### config.mk
export PLATFORM = sky130hd
export DESIGN_NAME = trap_controller_flat
export DESIGN_NICKNAME = d
export VERILOG_FILES = /design/src/rtl/trap_controller_pkg.sv /design/src/rtl/trap_controller_if.sv /design/src/rtl/trap_controller_detect.sv /design/src/rtl/trap_controller.sv /design/src/flat_wrapper.sv
export SDC_FILE = /design/constraint.sdc
export NUM_CORES = 1
export LEC_CHECK = 0
export CAP_MARGIN = 10
export CORE_AREA = 2 2 146 148
export DETAILED_ROUTE_END_ITERATION = 6
export DIE_AREA = 0 0 148 150
export PLACE_DENSITY = 0.67
export SYNTH_ARGS = -nofsm -noshare
export SYNTH_HDL_FRONTEND = slang
export SYNTH_SLANG_ARGS = --single-unit
### constraint.sdc
create_clock -name clk -period 4.2 [get_ports clk]
set_clock_uncertainty 0.2 [all_clocks]
set_input_delay 0.84 -clock clk [delete_from_list [all_inputs] [get_ports clk]]
set_output_delay 0.84 -clock clk [all_outputs]
set_load 0.03 [all_outputs]
### src/rtl/trap_controller_pkg.sv
// Shared definitions for the trap controller: cause codes, access-size
// encodings, sequencer states and the memory-access alignment helper.
package trap_controller_pkg;

    localparam logic [4:0] CAUSE_INST_MISALIGNED  = 5'd0;
    localparam logic [4:0] CAUSE_ILLEGAL_INST     = 5'd2;
    localparam logic [4:0] CAUSE_BREAKPOINT       = 5'd3;
    localparam logic [4:0] CAUSE_LOAD_MISALIGNED  = 5'd4;
    localparam logic [4:0] CAUSE_STORE_MISALIGNED = 5'd6;
    localparam logic [4:0] CAUSE_ECALL_U          = 5'd8;
    localparam logic [4:0] CAUSE_ECALL_M          = 5'd11;

    localparam logic [4:0] IRQ_CODE_MSI = 5'd3;
    localparam logic [4:0] IRQ_CODE_MTI = 5'd7;
    localparam logic [4:0] IRQ_CODE_MEI = 5'd11;

    localparam logic [1:0] SIZE_B = 2'b00;
    localparam logic [1:0] SIZE_H = 2'b01;
    localparam logic [1:0] SIZE_W = 2'b10;
    localparam logic [1:0] SIZE_D = 2'b11;

    typedef enum logic [1:0] {
        ST_IDLE,
        ST_CSR_WR,
        ST_MRET_WR,
        ST_REDIRECT
    } state_t;

    // An access size the datapath cannot perform is reported as misaligned.
    function automatic logic access_misaligned(input logic [2:0] low_addr,
                                               input logic [2:0] funct3,
                                               input logic       wide);
        logic legal;
        logic bad;
        legal = (funct3 != 3'b111) && (wide || (funct3 != 3'b011 && funct3 != 3'b110));
        case (funct3[1:0])
            SIZE_B:  bad = 1'b0;
            SIZE_H:  bad = low_addr[0];
            SIZE_W:  bad = |low_addr[1:0];
            default: bad = |low_addr;
        endcase
        return !legal || bad;
    endfunction

endpackage

### src/rtl/trap_controller_if.sv
// CSR-update and PC-redirect handshakes between the trap controller (master)
// and the CSR file / fetch unit (slave).
interface trap_controller_if #(
    parameter int XLEN = 32
);
    logic            csr_trap_req;
    logic            csr_mret_req;
    logic            csr_ack;
    logic [XLEN-1:0] trap_cause;
    logic [XLEN-1:0] trap_epc;
    logic [XLEN-1:0] trap_tval;
    logic            redirect_valid;
    logic [XLEN-1:0] redirect_pc;
    logic            redirect_ready;

    modport master (
        output csr_trap_req, csr_mret_req, trap_cause, trap_epc, trap_tval,
               redirect_valid, redirect_pc,
        input  csr_ack, redirect_ready
    );

    modport slave (
        input  csr_trap_req, csr_mret_req, trap_cause, trap_epc, trap_tval,
               redirect_valid, redirect_pc,
        output csr_ack, redirect_ready
    );
endinterface

### src/rtl/trap_controller_detect.sv
// Combinational exception/interrupt detection with fixed priority
// IF > ID (EBREAK, ECALL, illegal) > MEM > interrupts; also flags MRET.
module trap_detect
    import trap_controller_pkg::*;
#(
    parameter int XLEN      = 32,
    parameter int IALIGN    = 32,
    parameter int PRIV_U_EN = 0
) (
    input  logic [XLEN-1:0] if_pc,
    input  logic            if_valid,
    input  logic            id_illegal_inst,
    input  logic            id_ecall,
    input  logic            id_ebreak,
    input  logic            id_mret,
    input  logic [XLEN-1:0] id_pc,
    input  logic [31:0]     id_instruction,
    input  logic            id_valid,
    input  logic [XLEN-1:0] mem_addr,
    input  logic            mem_read,
    input  logic            mem_write,
    input  logic [2:0]      mem_funct3,
    input  logic [XLEN-1:0] mem_pc,
    input  logic            mem_valid,
    input  logic [1:0]      cur_priv,
    input  logic            mstatus_mie,
    input  logic [2:0]      irq_pending,
    output logic            trap_valid,
    output logic [XLEN-1:0] trap_cause,
    output logic [XLEN-1:0] trap_epc,
    output logic [XLEN-1:0] trap_tval,
    output logic            mret_valid
);

    localparam logic WIDE = (XLEN == 64);

    logic       if_misaligned;
    logic       mem_misaligned;
    logic       is_irq;
    logic [4:0] code;

    always_comb begin
        if_misaligned  = if_valid && ((IALIGN == 16) ? if_pc[0] : (if_pc[1:0] != 2'b00));
        mem_misaligned = mem_valid && (mem_read || mem_write) &&
                         access_misaligned(mem_addr[2:0], mem_funct3, WIDE);
    end

    always_comb begin
        trap_valid = 1'b0;
        is_irq     = 1'b0;
        code       = 5'd0;
        trap_epc   = '0;
        trap_tval  = '0;
        if (if_misaligned) begin
            trap_valid = 1'b1;
            code       = CAUSE_INST_MISALIGNED;
            trap_epc   = if_pc;
            trap_tval  = if_pc;
        end else if (id_valid && id_ebreak) begin
            trap_valid = 1'b1;
            code       = CAUSE_BREAKPOINT;
            trap_epc   = id_pc;
            trap_tval  = id_pc;
        end else if (id_valid && id_ecall) begin
            trap_valid = 1'b1;
            code       = (PRIV_U_EN != 0 && cur_priv == 2'b00) ? CAUSE_ECALL_U : CAUSE_ECALL_M;
            trap_epc   = id_pc;
        end else if (id_valid && id_illegal_inst) begin
            trap_valid = 1'b1;
            code       = CAUSE_ILLEGAL_INST;
            trap_epc   = id_pc;
            trap_tval  = XLEN'(id_instruction);
        end else if (mem_misaligned) begin
            trap_valid = 1'b1;
            code       = mem_read ? CAUSE_LOAD_MISALIGNED : CAUSE_STORE_MISALIGNED;
            trap_epc   = mem_pc;
            trap_tval  = mem_addr;
        end else if (mstatus_mie && id_valid && (irq_pending != 3'b000)) begin
            // Interrupts are taken on the instruction sitting in ID
            trap_valid = 1'b1;
            is_irq     = 1'b1;
            code       = irq_pending[2] ? IRQ_CODE_MEI :
                         irq_pending[0] ? IRQ_CODE_MSI : IRQ_CODE_MTI;
            trap_epc   = id_pc;
        end
    end

    always_comb begin
        trap_cause         = '0;
        trap_cause[4:0]    = code;
        trap_cause[XLEN-1] = is_irq;
        mret_valid         = id_valid && id_mret && !trap_valid;
    end

endmodule

### src/rtl/trap_controller.sv
// Trap entry / MRET sequencer: flush, CSR write handshake, PC redirect.
// Optional macro TRAP_VECTORED_EN enables vectored interrupt targets.
module trap_controller
    import trap_controller_pkg::*;
#(
    parameter int XLEN      = 32,
    parameter int IALIGN    = 32,
    parameter int PRIV_U_EN = 0
) (
    input  logic                   clk,
    input  logic                   reset,
    input  logic [XLEN-1:0]        if_pc,
    input  logic                   if_valid,
    input  logic                   id_illegal_inst,
    input  logic                   id_ecall,
    input  logic                   id_ebreak,
    input  logic                   id_mret,
    input  logic [XLEN-1:0]        id_pc,
    input  logic [31:0]            id_instruction,
    input  logic                   id_valid,
    input  logic [XLEN-1:0]        mem_addr,
    input  logic                   mem_read,
    input  logic                   mem_write,
    input  logic [2:0]             mem_funct3,
    input  logic [XLEN-1:0]        mem_pc,
    input  logic                   mem_valid,
    input  logic [1:0]             cur_priv,
    input  logic                   mstatus_mie,
    input  logic [2:0]             irq_pending,
    input  logic [XLEN-1:0]        mtvec,
    input  logic [XLEN-1:0]        mepc,
    output logic                   flush,
    output logic                   busy,
    trap_controller_if.master      bus
);

    state_t          state_q, state_d;
    logic [XLEN-1:0] cause_q, epc_q, tval_q, redirect_pc_q;
    logic            det_valid, mret_valid;
    logic [XLEN-1:0] det_cause, det_epc, det_tval;
    logic            capture, load_target;
    logic [XLEN-1:0] target_d, trap_base, trap_target;
    logic            trap_req, mret_req, redirect_valid;

    trap_detect #(
        .XLEN      (XLEN),
        .IALIGN    (IALIGN),
        .PRIV_U_EN (PRIV_U_EN)
    ) u_detect (
        .if_pc           (if_pc),
        .if_valid        (if_valid),
        .id_illegal_inst (id_illegal_inst),
        .id_ecall        (id_ecall),
        .id_ebreak       (id_ebreak),
        .id_mret         (id_mret),
        .id_pc           (id_pc),
        .id_instruction  (id_instruction),
        .id_valid        (id_valid),
        .mem_addr        (mem_addr),
        .mem_read        (mem_read),
        .mem_write       (mem_write),
        .mem_funct3      (mem_funct3),
        .mem_pc          (mem_pc),
        .mem_valid       (mem_valid),
        .cur_priv        (cur_priv),
        .mstatus_mie     (mstatus_mie),
        .irq_pending     (irq_pending),
        .trap_valid      (det_valid),
        .trap_cause      (det_cause),
        .trap_epc        (det_epc),
        .trap_tval       (det_tval),
        .mret_valid      (mret_valid)
    );

    always_comb begin
        trap_base = mtvec & ~XLEN'(3);
`ifdef TRAP_VECTORED_EN
        if (mtvec[1:0] == 2'b01 && cause_q[XLEN-1])
            trap_target = trap_base + (XLEN'(cause_q[4:0]) << 2);
        else
            trap_target = trap_base;
`else
        trap_target = trap_base;
`endif
    end

    always_ff @(posedge clk or posedge reset) begin
        if (reset) begin
            state_q       <= ST_IDLE;
            cause_q       <= '0;
            epc_q         <= '0;
            tval_q        <= '0;
            redirect_pc_q <= '0;
        end else begin
            state_q <= state_d;
            if (capture) begin
                cause_q <= det_cause;
                epc_q   <= det_epc;
                tval_q  <= det_tval;
            end
            if (load_target)
                redirect_pc_q <= target_d;
        end
    end

    // Flush is Mealy so the younger instructions die in the detect cycle itself
    always_comb begin
        state_d        = state_q;
        flush          = 1'b0;
        capture        = 1'b0;
        load_target    = 1'b0;
        target_d       = trap_target;
        trap_req       = 1'b0;
        mret_req       = 1'b0;
        redirect_valid = 1'b0;
        case (state_q)
            ST_IDLE: begin
                if (det_valid) begin
                    flush   = 1'b1;
                    capture = 1'b1;
                    state_d = ST_CSR_WR;
                end else if (mret_valid) begin
                    flush   = 1'b1;
                    state_d = ST_MRET_WR;
                end
            end
            ST_CSR_WR: begin
                trap_req = 1'b1;
                if (bus.csr_ack) begin
                    load_target = 1'b1;
                    state_d     = ST_REDIRECT;
                end
            end
            ST_MRET_WR: begin
                mret_req = 1'b1;
                if (bus.csr_ack) begin
                    load_target = 1'b1;
                    target_d    = mepc;
                    state_d     = ST_REDIRECT;
                end
            end
            ST_REDIRECT: begin
                redirect_valid = 1'b1;
                if (bus.redirect_ready)
                    state_d = ST_IDLE;
            end
            default: state_d = ST_IDLE;
        endcase
    end

    assign busy               = (state_q != ST_IDLE);
    assign bus.csr_trap_req   = trap_req;
    assign bus.csr_mret_req   = mret_req;
    assign bus.trap_cause     = cause_q;
    assign bus.trap_epc       = epc_q;
    assign bus.trap_tval      = tval_q;
    assign bus.redirect_valid = redirect_valid;
    assign bus.redirect_pc    = redirect_pc_q;

endmodule

### src/flat_wrapper.sv
// flat-port wrapper written by rule: the top's interface ports become plain ports
module trap_controller_flat import trap_controller_pkg::*;
#(
    parameter int XLEN      = 32,
    parameter int IALIGN    = 32,
    parameter int PRIV_U_EN = 0
)
  (clk, reset, if_pc, if_valid, id_illegal_inst, id_ecall, id_ebreak, id_mret, id_pc, id_instruction, id_valid, mem_addr, mem_read, mem_write, mem_funct3, mem_pc, mem_valid, cur_priv, mstatus_mie, irq_pending, mtvec, mepc, flush, busy, bus_csr_trap_req, bus_csr_mret_req, bus_trap_cause, bus_trap_epc, bus_trap_tval, bus_redirect_valid, bus_redirect_pc, bus_csr_ack, bus_redirect_ready);
  trap_controller_if #(.XLEN(XLEN)) bus_i ();
  input  logic clk;
  input  logic reset;
  input  logic [XLEN-1:0] if_pc;
  input  logic if_valid;
  input  logic id_illegal_inst;
  input  logic id_ecall;
  input  logic id_ebreak;
  input  logic id_mret;
  input  logic [XLEN-1:0] id_pc;
  input  logic [31:0] id_instruction;
  input  logic id_valid;
  input  logic [XLEN-1:0] mem_addr;
  input  logic mem_read;
  input  logic mem_write;
  input  logic [2:0] mem_funct3;
  input  logic [XLEN-1:0] mem_pc;
  input  logic mem_valid;
  input  logic [1:0] cur_priv;
  input  logic mstatus_mie;
  input  logic [2:0] irq_pending;
  input  logic [XLEN-1:0] mtvec;
  input  logic [XLEN-1:0] mepc;
  output logic flush;
  output logic busy;
  output wire logic [$bits(bus_i.csr_trap_req)-1:0] bus_csr_trap_req;
  output wire logic [$bits(bus_i.csr_mret_req)-1:0] bus_csr_mret_req;
  output wire logic [$bits(bus_i.trap_cause)-1:0] bus_trap_cause;
  output wire logic [$bits(bus_i.trap_epc)-1:0] bus_trap_epc;
  output wire logic [$bits(bus_i.trap_tval)-1:0] bus_trap_tval;
  output wire logic [$bits(bus_i.redirect_valid)-1:0] bus_redirect_valid;
  output wire logic [$bits(bus_i.redirect_pc)-1:0] bus_redirect_pc;
  input wire logic [$bits(bus_i.csr_ack)-1:0] bus_csr_ack;
  input wire logic [$bits(bus_i.redirect_ready)-1:0] bus_redirect_ready;
  assign bus_csr_trap_req = bus_i.csr_trap_req;
  assign bus_csr_mret_req = bus_i.csr_mret_req;
  assign bus_trap_cause = bus_i.trap_cause;
  assign bus_trap_epc = bus_i.trap_epc;
  assign bus_trap_tval = bus_i.trap_tval;
  assign bus_redirect_valid = bus_i.redirect_valid;
  assign bus_redirect_pc = bus_i.redirect_pc;
  assign bus_i.csr_ack = bus_csr_ack;
  assign bus_i.redirect_ready = bus_redirect_ready;
  trap_controller #(.XLEN(XLEN), .IALIGN(IALIGN), .PRIV_U_EN(PRIV_U_EN)) u_core (.clk(clk), .reset(reset), .if_pc(if_pc), .if_valid(if_valid), .id_illegal_inst(id_illegal_inst), .id_ecall(id_ecall), .id_ebreak(id_ebreak), .id_mret(id_mret), .id_pc(id_pc), .id_instruction(id_instruction), .id_valid(id_valid), .mem_addr(mem_addr), .mem_read(mem_read), .mem_write(mem_write), .mem_funct3(mem_funct3), .mem_pc(mem_pc), .mem_valid(mem_valid), .cur_priv(cur_priv), .mstatus_mie(mstatus_mie), .irq_pending(irq_pending), .mtvec(mtvec), .mepc(mepc), .flush(flush), .busy(busy), .bus(bus_i));
endmodule
Yosys cells after proc, flatten, opt, wreduce, memory -nomap -nowiden. Cells that the tools add are included.

Reduce and logical (&&, ||, !) cells: 25. Multiplexer cells: 49. Eq/ne operators: 11.

Operators by type and width (number): two-way mux 32 bit (13); two-way mux 4 bit (7); two-way mux 1 bit (21); logical AND 1 bit (12); two-way mux 2 bit (5); == test 2 bit (second input constant) (3); != test 3 x 2 -> 1 bit (second input constant) (2); != test 3 bit (second input constant) (2); one-hot mux 2 bit (3 select lines) (1); == test 2 x 1 -> 1 bit (second input constant) (2); logical NOT 2 bit (2); nonzero test 2 bit (2); OR reduction 2 bit (2); two-way mux 3 bit (1); one-hot mux 1 bit (3 select lines) (1); AND reduction 3 bit (1); nonzero test 3 bit (1); OR reduction 3 bit (1); logical NOT 1 bit (2); logical OR 1 bit (2); != test 2 x 1 -> 1 bit (second input constant) (1); != test 2 bit (second input constant) (1).

Output and inout bits: 133. Register bits: 104. Input bits: 246.

Longest topological paths before layout. Gate-level depths: netlist of the first run.

Depth after elaboration: 16. Gate-level depth with buffers: 8. Mapped depth without buffers: 6.

By module. Synthesis of the first run repeated with hierarchy kept, for this count alone.

Cell total of the unflattened synthesis: 685. Area total of the unflattened synthesis: 7348.3 µm².

By module, submodules not included: trap_controller (cells an instance 365, times used 1, area an instance 5261.3 µm²); trap_detect (cells an instance 320, times used 1, area an instance 2087.0 µm²).

Worst setup path after synthesis of the first run. No wires, ideal clock.

Path type: input to output. Start point: input port if_valid. End point: output port flush. Data required time: 3.160 ns. Stages on the path: 5. Slack: 1.094 ns. Data arrival time: 2.066 ns. Buffers on the path: 1. Cell sequence: clkbuf_1 o21ai_1 nand3_1 a21oi_1 a31oi_1.

Cells in the longest elaborated chain, start to end: 7.

Ends and longest elaborated chain: start: declaration (RTL line flat_wrapper.sv:13) `input logic if_valid;`; logical AND 1 bit (*) (RTL line trap_controller_detect.sv:43) `if_misaligned = if_valid && ((IALIGN == 16) ? if_pc[0] : (if_pc[1:0] != 2'b00));`; two-way mux 1 bit (*) (RTL line trap_controller_detect.sv:54) `if (if_misaligned) begin`; logical NOT 1 bit (RTL line trap_controller_detect.sv:92) `mret_valid = id_valid && id_mret && !trap_valid;`; logical AND 1 bit (RTL line trap_controller_detect.sv:92); two-way mux 1 bit (RTL line trap_controller.sv:122) `end else if (mret_valid) begin`; two-way mux 1 bit (*) (RTL line trap_controller.sv:118) `if (det_valid) begin`; two-way mux 1 bit (*) (RTL line trap_controller.sv:116) `case (state_q)`; end: declaration (RTL line flat_wrapper.sv:32) `output logic flush;`.

Every way passes the cells marked *; elsewhere a longest branch is shown, timed or not.

Final worst setup path of the first run.
Start point: input port id_valid. End point: output port flush.

Cells in the longest elaborated chain, start to end: 13. Elaborated cells between the ends (all ways): 17. Those cells by class: mux: 9; reduce/logical: 8.

Ends and longest elaborated chain: start: declaration (RTL line flat_wrapper.sv:20) `input logic id_valid;`; logical AND 1 bit (2 in series) (RTL line trap_controller_detect.sv:78) `end else if (mstatus_mie && id_valid && (irq_pending != 3'b000)) begin`; two-way mux 1 bit (RTL line trap_controller_detect.sv:78); two-way mux 1 bit (RTL line trap_controller_detect.sv:73) `end else if (mem_misaligned) begin`; two-way mux 1 bit (RTL line trap_controller_detect.sv:68) `end else if (id_valid && id_illegal_inst) begin`; two-way mux 1 bit (RTL line trap_controller_detect.sv:64) `end else if (id_valid && id_ecall) begin`; two-way mux 1 bit (RTL line trap_controller_detect.sv:59) `end else if (id_valid && id_ebreak) begin`; two-way mux 1 bit (RTL line trap_controller_detect.sv:54); logical NOT 1 bit (RTL line trap_controller_detect.sv:92); logical AND 1 bit (RTL line trap_controller_detect.sv:92); two-way mux 1 bit (RTL line trap_controller.sv:122); two-way mux 1 bit (*) (RTL line trap_controller.sv:118); two-way mux 1 bit (*) (RTL line trap_controller.sv:116).

Marks and branches as above.

==> results of run 1 <==
[Yosys cell counts, drive strengths merged (2+ instances only)]
library cell / instances
a21boi: 4
a21oi: 44
a221oi: 84
a222oi: 2
a22o: 3
a32oi: 2
and2: 5
buf: 43
clkbuf: 46
dfrtp: 103
ha: 4
inv: 9
mux2i: 30
nand2: 75
nand2b: 30
nand3: 7
nor2: 66
o21a: 2
o21ai: 9
o22ai: 2
o31a: 3
o31ai: 35
o41ai: 27
[flip-flops by register name, summed over array words and instances (netlist names)]
signal	flops
u_core.bus.redirect_pc	32
u_core.bus.trap_epc	32
u_core.bus.trap_tval	32
u_core.bus.trap_cause	5
u_core.state_q	2
[worst max path at each step]
stage	end	from	depth (start not counted)	slack, ps
global route	flush	id_valid	6	520
finish	flush	id_valid	6	680
floorplan	u_core.bus.redirect_pc[0]	reset	1	460
global placement	u_core.bus.trap_epc[21]	mem_funct3[0]	7	560
detailed placement	u_core.bus.trap_epc[21]	mem_funct3[0]	7	520
CTS	flush	id_valid	6	680
[routing by layer]
layer  vias up  global-route usage
met2       354               0.389
met1      3087               0.266
met3        36              0.0686
met4         2              0.0567
li1       3043                   -
met5         -                   0
[where the power goes]
part	internal, mW	leakage (nW)	switching (mW)	total [mW]
registers	1.46	1.25	0.246	1.70
clock network	0.471	0.144	0.418	0.888
logic	1.57	2.61	2.13	3.69
[final cells by class]
type	instances	area, µm²
fillers	2016	10700
repair buffers	374	3740
multi-input cells	473	3030
flip-flops and latches	103	2580
well taps	275	344
clock buffers	9	225
clock inverters	7	78.8
inverters	9	36.3
[cells by family after synthesis]
family | count (synthesis) | synth area share
AO/OA/AOI/OAI | 225 | 0.291
AND/OR/NAND/NOR | 187 | 0.136
flip-flops | 103 | 0.433
buffers and inverters | 98 | 0.0807
multiplexers | 30 | 0.0505
adder cells (fa/ha/maj) | 4 | 0.00841
other | 1 | 0.000630
[tightest hold or removal path: cells and delay by family, from the launching register on]
family,cells,cell delay [ps]
AND/OR/NAND/NOR,1,50
flip-flops,1,340
AO/OA/AOI/OAI,1,50
==> summary.txt, run 1 <==
Run status
  • Outcome: complete, no violations

Worst setup path
  • Arrival time worst endpoint: 2480 ps
  • Startpoint Class: primary input
  • Required @ worst endpoint: 3160 ps
  • Critical path, cell by cell: clkdlybuf4s50_1, o21ai_0, nand3_1, a21oi_1, a31oi_1, buf_12
  • Worst R2R Start: u_core.state_q[1]
  • Delay-heaviest family, CP: buffers and inverters
  • CP peak stage delay: 670 ps
  • R2r worst-path depth: 6
  • R2R Setup Slk: 2010 ps
  • Crit end category: output port
  • Crit-path slowest cell: clkdlybuf4s50_1
  • CP Max Fanout: 8
  • Setup Crit Path Kind: primary input to output port
  • FF-to-FF End: u_core.bus.redirect_pc[8]
  • CP bufs+invs: 2

Clocking
  • CTS H-tree depth: 3
  • Root Driver: clkbuf_16
  • CTS tree: yes
  • Max Root-Sink Buffers: 2
  • Post-CTS setup buffers: 0
  • Clk sinks: 103
  • Clock transition at the registers of the reported paths: 70 ps
  • Num CTS Buffers: 9
  • CTS Hold Bufs: 0
  • Post_cts resized: 0
  • Worst-Skew Late Latency: 340 ps

Logic synthesis
  • Mapped Cells: 648
  • Synth top area share: 0.433
  • Top cell type by total area after synthesis: dfrtp_1
  • Top cells by area, synth: dfrtp_1 43%, a221oi_1 12%, mux2i_1 5.0%
  • Synth Register Bits: 103
  • Synth unique cells: 42
  • Async S/R FF share, synth: 1.00
  • Top_reg_cell synth: dfrtp_1
  • Netlist Area Pre-Place: 5950 µm²
  • Number of synthesized flops with an enable pin: 0
  • Post-synthesis average cell area: 9.19 µm²
  • Post-synthesis sequential area ratio: 0.433
  • Yosys Warn Count: 0

Final layout
  • Most frequent cells in the layout: 345 x clkdlybuf4s50_1, 103 x dfrtp_1, 84 x a221oi_1
  • Design Area, Final: 10,000 µm²
  • Commonest non-fill, non-tap cell in the layout: clkdlybuf4s50_1
  • Final core utilization: 0.485
  • Post-route insts no fill: 1,250
  • Final nets: 1,220
  • Area grow syn2layout: 68.5%
  • Share of cells above drive strength 1: 0.0585
  • N_diodes: 0

Timing
  • Final TNS setup: 0 ps
  • Slew HR: 0.491
  • Transition time of the tightest slew-check pin: 763 ps
  • Final worst slack: 681 ps
  • F_max: 0.284 GHz
  • Worst hold slack: 274 ps
  • Final hold vios: 0
  • Period minus WS final: 3520 ps
  • Final period util: 0.838
  • Max Slew Vio Count: 0
  • Final setup fails: 0
  • RSZ-0062 raised after global routing: false

Hold path
  • Hold path cells: 2
  • WHS Endpoint: u_core.bus.trap_tval[26]
  • Min-delay worst type: flop to flop
  • Hold Path Origin: u_core.bus.trap_tval[26]

Power and ir drop
  • PwrDens: 626 nW/µm²
  • VDD IR-drop max: 305 µV
  • Leakage power: 4.00 nW
  • Total power: 6.28 mW

Floorplan
  • Core ar.: 20,700 µm²
  • Die Wd: 148 µm
  • Die H: 150 µm
  • I/O pin count: 379
  • Initial core utilization: 0.288
  • Die ar.: 22,200 µm²
  • Placement row count: 53

GRT
  • First-pass GRT wire length: 37.9 mm
  • Total track usage: 0.222
  • Number of global-route vias before repair: 6,566
  • Initial antenna violation count: 1
  • Largest net degree at the start of global routing: 65
  • Total grt overflow: 0

Run
  • Max_cap viols: 0

Placed design
  • Place WS: 520 ps
  • Placed Cells: 1,234
  • IO buf count: 347
  • DP Area: 9730 µm²
  • Placed wire-length estimate: 19.1 mm
  • GP Congestion: 0.882

Route
  • Met3 wire len: 2.51 mm
  • Drc violations: 0
  • Drt pass-1 iters: 5
  • DR vias/cell: 5.22
  • Initial DRC Count: 360
  • Drt wl/cell: 20.5 µm
  • Post-route ant nets: 0
  • Metal2 WL: 12.7 mm
  • Routed vias: 6,522
  • DR top layer: met5
  • Met1 WL: 9.90 mm
  • Final wirelength: 25.6 mm
No activity file was read; power rests on OpenSTA's default activity.
==> run 2: changes to the inputs <==
clock period = 3.46 ns   (was 4.2 ns; I/O delays follow)
==> summary.txt, run 2 (synthesis gave the netlist of run 1 again) <==
Run status
  • Outcome: complete, no violations

Worst setup path
  • CP Max Fanout: 7 (-1)
  • Critical path, cell by cell: clkdlybuf4s50_1, o21ai_0, nand3_1, a21oi_1, a31oi_1, buf_12
  • Delay-heaviest family, CP: buffers and inverters
  • Required @ worst endpoint: 2570 ps (-590 ps)
  • CP peak stage delay: 650 ps (-20 ps)
  • Startpoint Class: primary input
  • Crit-path slowest cell: clkdlybuf4s50_1
  • CP bufs+invs: 2 (unchanged)
  • Crit end category: output port
  • Setup Crit Path Kind: primary input to output port
  • Arrival time worst endpoint: 2300 ps (-180 ps)

Clocking
  • Num CTS Buffers: 9 (unchanged)
  • Clock transition at the registers of the reported paths: 80 ps (about the same)
  • CTS tree: yes
  • CTS H-tree depth: 3 (unchanged)
  • Worst-Skew Late Latency: 350 ps (about the same)
  • Max Root-Sink Buffers: 2 (unchanged)
  • CTS Hold Bufs: 0 (unchanged)
  • Post_cts resized: 0 (unchanged)
  • Root Driver: clkbuf_16
  • Post-CTS setup buffers: 0 (unchanged)
  • Clk sinks: 103 (unchanged)

GRT
  • Initial antenna violation count: 0 (-1)
  • First-pass GRT wire length: 38.6 mm (+1.8%)
  • Number of global-route vias before repair: 6,849 (+4.3%)
  • Total track usage: 0.227 (+0.00474)
  • Largest net degree at the start of global routing: 63 (-3.1%)
  • Total grt overflow: 0 (unchanged)

Floorplan
  • Core ar.: 20,700 µm² (unchanged)
  • Placement row count: 53 (unchanged)
  • Die Wd: 148 µm (unchanged)
  • I/O pin count: 379 (unchanged)
  • Die H: 150 µm (unchanged)
  • Die ar.: 22,200 µm² (unchanged)
  • Initial core utilization: 0.288 (unchanged)

Placed design
  • DP Area: 9810 µm² (+0.89%)
  • GP Congestion: 0.855 (-3.0%)
  • IO buf count: 347 (unchanged)
  • Placed wire-length estimate: 19.2 mm (+0.70%)

Final layout
  • Final nets: 1,226 (+0.49%)
  • Most frequent cells in the layout: 346 x clkdlybuf4s50_1, 103 x dfrtp_1, 84 x a221oi_1
  • Design Area, Final: 10,100 µm² (+0.86%)
  • N_diodes: 0 (unchanged)
  • Area grow syn2layout: 70.0%
  • Fillers: 2,016 (unchanged)
  • Commonest non-fill, non-tap cell in the layout: clkdlybuf4s50_1
  • Share of cells above drive strength 1: 0.0612 (+0.00270)

Power and ir drop
  • Logic gate share of total power: 0.588 (about the same)
  • Clock Power Share: 0.141 (about the same)
  • Sequential share of power: 0.270 (about the same)
  • PwrDens: 762 nW/µm² (+22%)
  • Int Power: 4.28 mW (+22%)
  • Switching share of power: 0.445 (+0.00118)
  • Leakage power: 4.03 nW (+0.77%)
  • NetSw: 3.43 mW (+23%)
  • VDD IR-drop max: 380 µV (+25%)

Timing
  • F_max: 0.313 GHz
  • Worst hold slack: 279 ps (+4.77 ps)
  • Final period util: 0.923
  • Transition time of the tightest slew-check pin: 650 ps (-114 ps)
  • Final hold vios: 0 (unchanged)
  • RSZ-0062 raised after global routing: false
  • Max Slew Vio Count: 0 (unchanged)
  • Slew HR: 0.566 (+0.0748)
  • Final setup fails: 0 (unchanged)
  • Period minus WS final: 3190 ps
  • Final TNS setup: 0 ps (unchanged)

Route
  • Drt wl/cell: 20.6 µm (+0.68%)
  • Drt pass-1 iters: 7 (+2)
  • Post-route ant nets: 0 (unchanged)
  • Routed vias: 6,630 (+1.7%)
  • Initial DRC Count: 403 (+12%)
  • DR vias/cell: 5.28 (+1.2%)
  • Final wirelength: 25.9 mm (+1.2%)
  • Drc violations: 0 (unchanged)

Run
  • Max_cap viols: 0 (unchanged)

Hold path
  • Min-delay worst type: flop to flop
==> run 2: cell types whose count changed in the layout (fill, tap and decap cells not counted) <==
cell	before	now
buf_12	6	9
buf_4	22	25
and2_1	3	4
and2_2	2	1
and3_1	0	1
and3_2	1	0
buf_2	1	0
clkdlybuf4s50_1	345	346
clkinvlp_4	2	3
inv_4	1	0
==> run 2: layout make-up <==
cell class                 instances  area, µm²  area share
inverter                           9       37.5     0.00371
multi-input combinational        473       3020       0.299
sequential                       103       2580       0.255
timing repair buffer             380       3830       0.379
clock inverter                     7       78.8     0.00779
tap                              275        344      0.0340
clock buffer                       9        225      0.0223
==> run 2: final timing paths <==
| check | from | depth (start not counted) | slack, ps | end |
|---|---|---|---|---|
| worst max-delay path | id_valid | 6 | 270 | flush |
| worst min-delay path | u_core.bus.trap_epc[14] | 2 | 280 | u_core.bus.trap_epc[14] |
| worst max register to register | u_core.state_q[0] | 6 | 1410 | u_core.bus.trap_tval[2] |
| worst min register to register | u_core.bus.trap_epc[14] | 2 | 280 | u_core.bus.trap_epc[14] |
| max in group asynchronous | reset | 3 | 1850 | u_core.bus.trap_epc[19] |
| min in group asynchronous | reset | 2 | 570 | u_core.bus.redirect_pc[21] |
==> run 2: power groups by stage <==
stage / combinational, mW / clock, mW / sequential (mW)
detailed placement: 4.56 / 0 / 2.10
global placement: 4.51 / 0 / 2.08
floorplan: 1.55 / 0 / 3.12
global route: 4.84 / 1.17 / 2.16
CTS: 4.56 / 1.11 / 2.09
finish: 4.53 / 1.09 / 2.08
==> run 2: layer usage <==
metal | track usage | up-vias | share of wire
li1 | - | 3054 | -
met1 | 0.263 | 3150 | 0.38
met2 | 0.409 | 396 | 0.51
met3 | 0.0616 | 30 | 0.099
met4 | 0.0671 | 0 | 0.015
met5 | 0 | - | 0
==> run 2: stage by stage <==
| step | setup slack [ps] | std cells | power (mW) | util |
|---|---|---|---|---|
| 2_1_floorplan | 650 | 674 | 4.67 | - |
| 3_3_place_gp | 248 | 1240 | 6.59 | 0.474 |
| 3_5_place_dp | 192 | 1240 | 6.65 | 0.474 |
| 4_1_cts | 299 | 1256 | 7.75 | 0.489 |
| 5_1_grt | 138 | 1256 | 8.17 | 0.489 |
| 6_report | 266 | 1256 | 7.71 | 0.489 |
==> run 2: worst register-to-register path, stage by stage, from the launching register on <==
cell     delay [ps]
dfrtp_1         410
inv_1           120
ha_1            300
o31ai_4         130
buf_4           210
buf_4           180
o41ai_1         390
==> run 3: changes to the inputs <==
SETUP_SLACK_MARGIN = 0.4   (was not set)
SKIP_LAST_GASP = 1   (was not set)
==> summary.txt, run 3 (synthesis gave the netlist of run 1 again) <==
Route
  • Drt wl/cell: 20.5 µm (-0.39%)
  • Final wirelength: 25.8 mm (-0.39%)
  • Routed vias: 6,627 (-0.045%)
  • Drt pass-1 iters: 5 (-2)
  • Initial DRC Count: 375 (-6.9%)
  • DR vias/cell: 5.28 (about the same)
  • Drc violations: 0 (unchanged)
  • Post-route ant nets: 0 (unchanged)

Final layout
  • Most frequent cells in the layout: 343 x clkdlybuf4s50_1, 103 x dfrtp_1, 84 x a221oi_1
  • Post-route insts no fill: 1,256 (unchanged)
  • Area grow syn2layout: 70.1% (about the same)
  • Commonest non-fill, non-tap cell in the layout: clkdlybuf4s50_1
  • Final nets: 1,226 (unchanged)
  • Fillers: 2,021 (+0.25%)
  • Design Area, Final: 10,100 µm² (about the same)
  • Final core utilization: 0.489 (about the same)
  • N_diodes: 0 (unchanged)
  • Share of cells above drive strength 1: 0.0642 (+0.00306)

Clocking
  • Post-CTS setup buffers: 0 (unchanged)
  • Post_cts resized: 4 (+4)
  • Clk sinks: 103 (unchanged)
  • CTS tree: yes
  • CTS H-tree depth: 3 (unchanged)
  • Worst-Skew Late Latency: 350 ps (about the same)
  • CTS Hold Bufs: 0 (unchanged)
  • Max Root-Sink Buffers: 2 (unchanged)
  • Root Driver: clkbuf_16
  • Clock transition at the registers of the reported paths: 80 ps (about the same)
  • Num CTS Buffers: 9 (unchanged)

Placed design
  • DP Area: 9810 µm² (unchanged)
  • Placed Cells: 1,240 (unchanged)
  • IO buf count: 347 (unchanged)
  • Place WS: 192 ps (unchanged)
  • GP Congestion: 0.855 (unchanged)
  • Placed wire-length estimate: 19.2 mm (unchanged)

Timing
  • F_max: 0.333 GHz (+6.4%)
  • Transition time of the tightest slew-check pin: 645 ps (-4.57 ps)
  • Final setup fails: 0 (unchanged)
  • Period minus WS final: 3000 ps (-192 ps)
  • Final TNS setup: 0 ps (unchanged)
  • Final hold vios: 0 (unchanged)
  • Worst hold slack: 279 ps (+0.0210 ps)
  • Final period util: 0.868 (-0.0556)
  • RSZ-0062 raised after global routing: false
  • Max Slew Vio Count: 0 (unchanged)
  • Slew HR: 0.569 (+0.00305)
  • Final worst slack: 458 ps (+192 ps)

Worst setup path
  • Required @ worst endpoint: 2570 ps (about the same)
  • CP Max Fanout: 6 (-1)
  • CP peak stage delay: 550 ps (-100 ps)
  • Startpoint Class: primary input
  • Arrival time worst endpoint: 2110 ps (-190 ps)
  • Crit-path slowest cell: clkdlybuf4s50_1
  • CP bufs+invs: 2 (unchanged)
  • R2r worst-path depth: 6 (unchanged)
  • FF-to-FF End: u_core.bus.redirect_pc[1]
  • Crit end category: output port
  • R2R Setup Slk: 1430 ps (+20 ps)
  • Setup Crit Path Kind: primary input to output port
  • Critical path, cell by cell: clkdlybuf4s50_1, o21ai_4, nand3_2, a21oi_1, a31oi_1, buf_12
  • Worst R2R Start: u_core.state_q[1]
  • Delay-heaviest family, CP: buffers and inverters

Power and ir drop
  • PwrDens: 761 nW/µm² (-0.13%)
  • Total power: 7.70 mW (about the same)
  • VDD IR-drop max: 379 µV (-0.27%)
  • Leakage power: 4.04 nW (+0.22%)

Floorplan
  • Die ar.: 22,200 µm² (unchanged)
  • Die Wd: 148 µm (unchanged)
  • Die H: 150 µm (unchanged)
  • Core ar.: 20,700 µm² (unchanged)
  • Placement row count: 53 (unchanged)
  • Initial core utilization: 0.288 (unchanged)
  • I/O pin count: 379 (unchanged)

GRT
  • Number of global-route vias before repair: 6,849 (unchanged)
  • Total grt overflow: 0 (unchanged)
  • Initial antenna violation count: 0 (unchanged)
  • First-pass GRT wire length: 38.6 mm (about the same)
  • Total track usage: 0.227 (about the same)
  • Largest net degree at the start of global routing: 63 (unchanged)

Hold path
  • Hold Path Origin: u_core.bus.trap_epc[14]
  • Min-delay worst type: flop to flop
  • Hold path cells: 2 (unchanged)
  • WHS Endpoint: u_core.bus.trap_epc[14]

Run
  • Max_cap viols: 0 (unchanged)

Run status
  • Outcome: complete, no violations
[run 3: cell count changes in the layout (fill, tap and decap cells not counted), sizes merged]
cell / change
clkdlybuf4s50: -3
dlygate4sd2: +3
[run 3: worst min-delay path: cells and delay by family (launching register included)]
family	cells	cell delay (ps)
AO/OA/AOI/OAI	1	50
AND/OR/NAND/NOR	1	50
flip-flops	1	350
[run 3: metal layers]
metal  vias to the layer above  wire, µm  GRT usage
met4                         0       426     0.0671
met5                         -         0          0
met3                        35      2530     0.0616
li1                       3060         -          -
met1                      3161      9780      0.263
met2                       371     13100      0.409
[run 3: final cells by class]
cell class | count | area, µm² | share of cell area
clock buffer | 9 | 225 | 0.0222
sequential | 103 | 2580 | 0.255
clock inverter | 7 | 78.8 | 0.00778
tap | 275 | 344 | 0.0340
inverter | 9 | 37.5 | 0.00371
multi-input combinational | 473 | 3040 | 0.300
timing repair buffer | 380 | 3830 | 0.378
[run 3: worst max-delay path by stage]
| stage | from | end | cells past startpoint | slack (ps) |
|---|---|---|---|---|
| after floorplan | if_valid | flush | 5 | 650 |
| after global placement | mem_funct3[0] | u_core.state_q[1] | 7 | 250 |
| after detailed placement | mem_funct3[0] | u_core.state_q[1] | 7 | 190 |
| after CTS | if_pc[1] | flush | 6 | 410 |
| after global routing | if_pc[1] | flush | 6 | 400 |
| final | if_pc[1] | flush | 6 | 460 |
[run 3: power breakdown]
group	leakage (nW)	internal, mW	switching [mW]
Sequential	1.25	1.77	0.315
Combinational	2.65	1.93	2.60
Clock	0.144	0.572	0.518
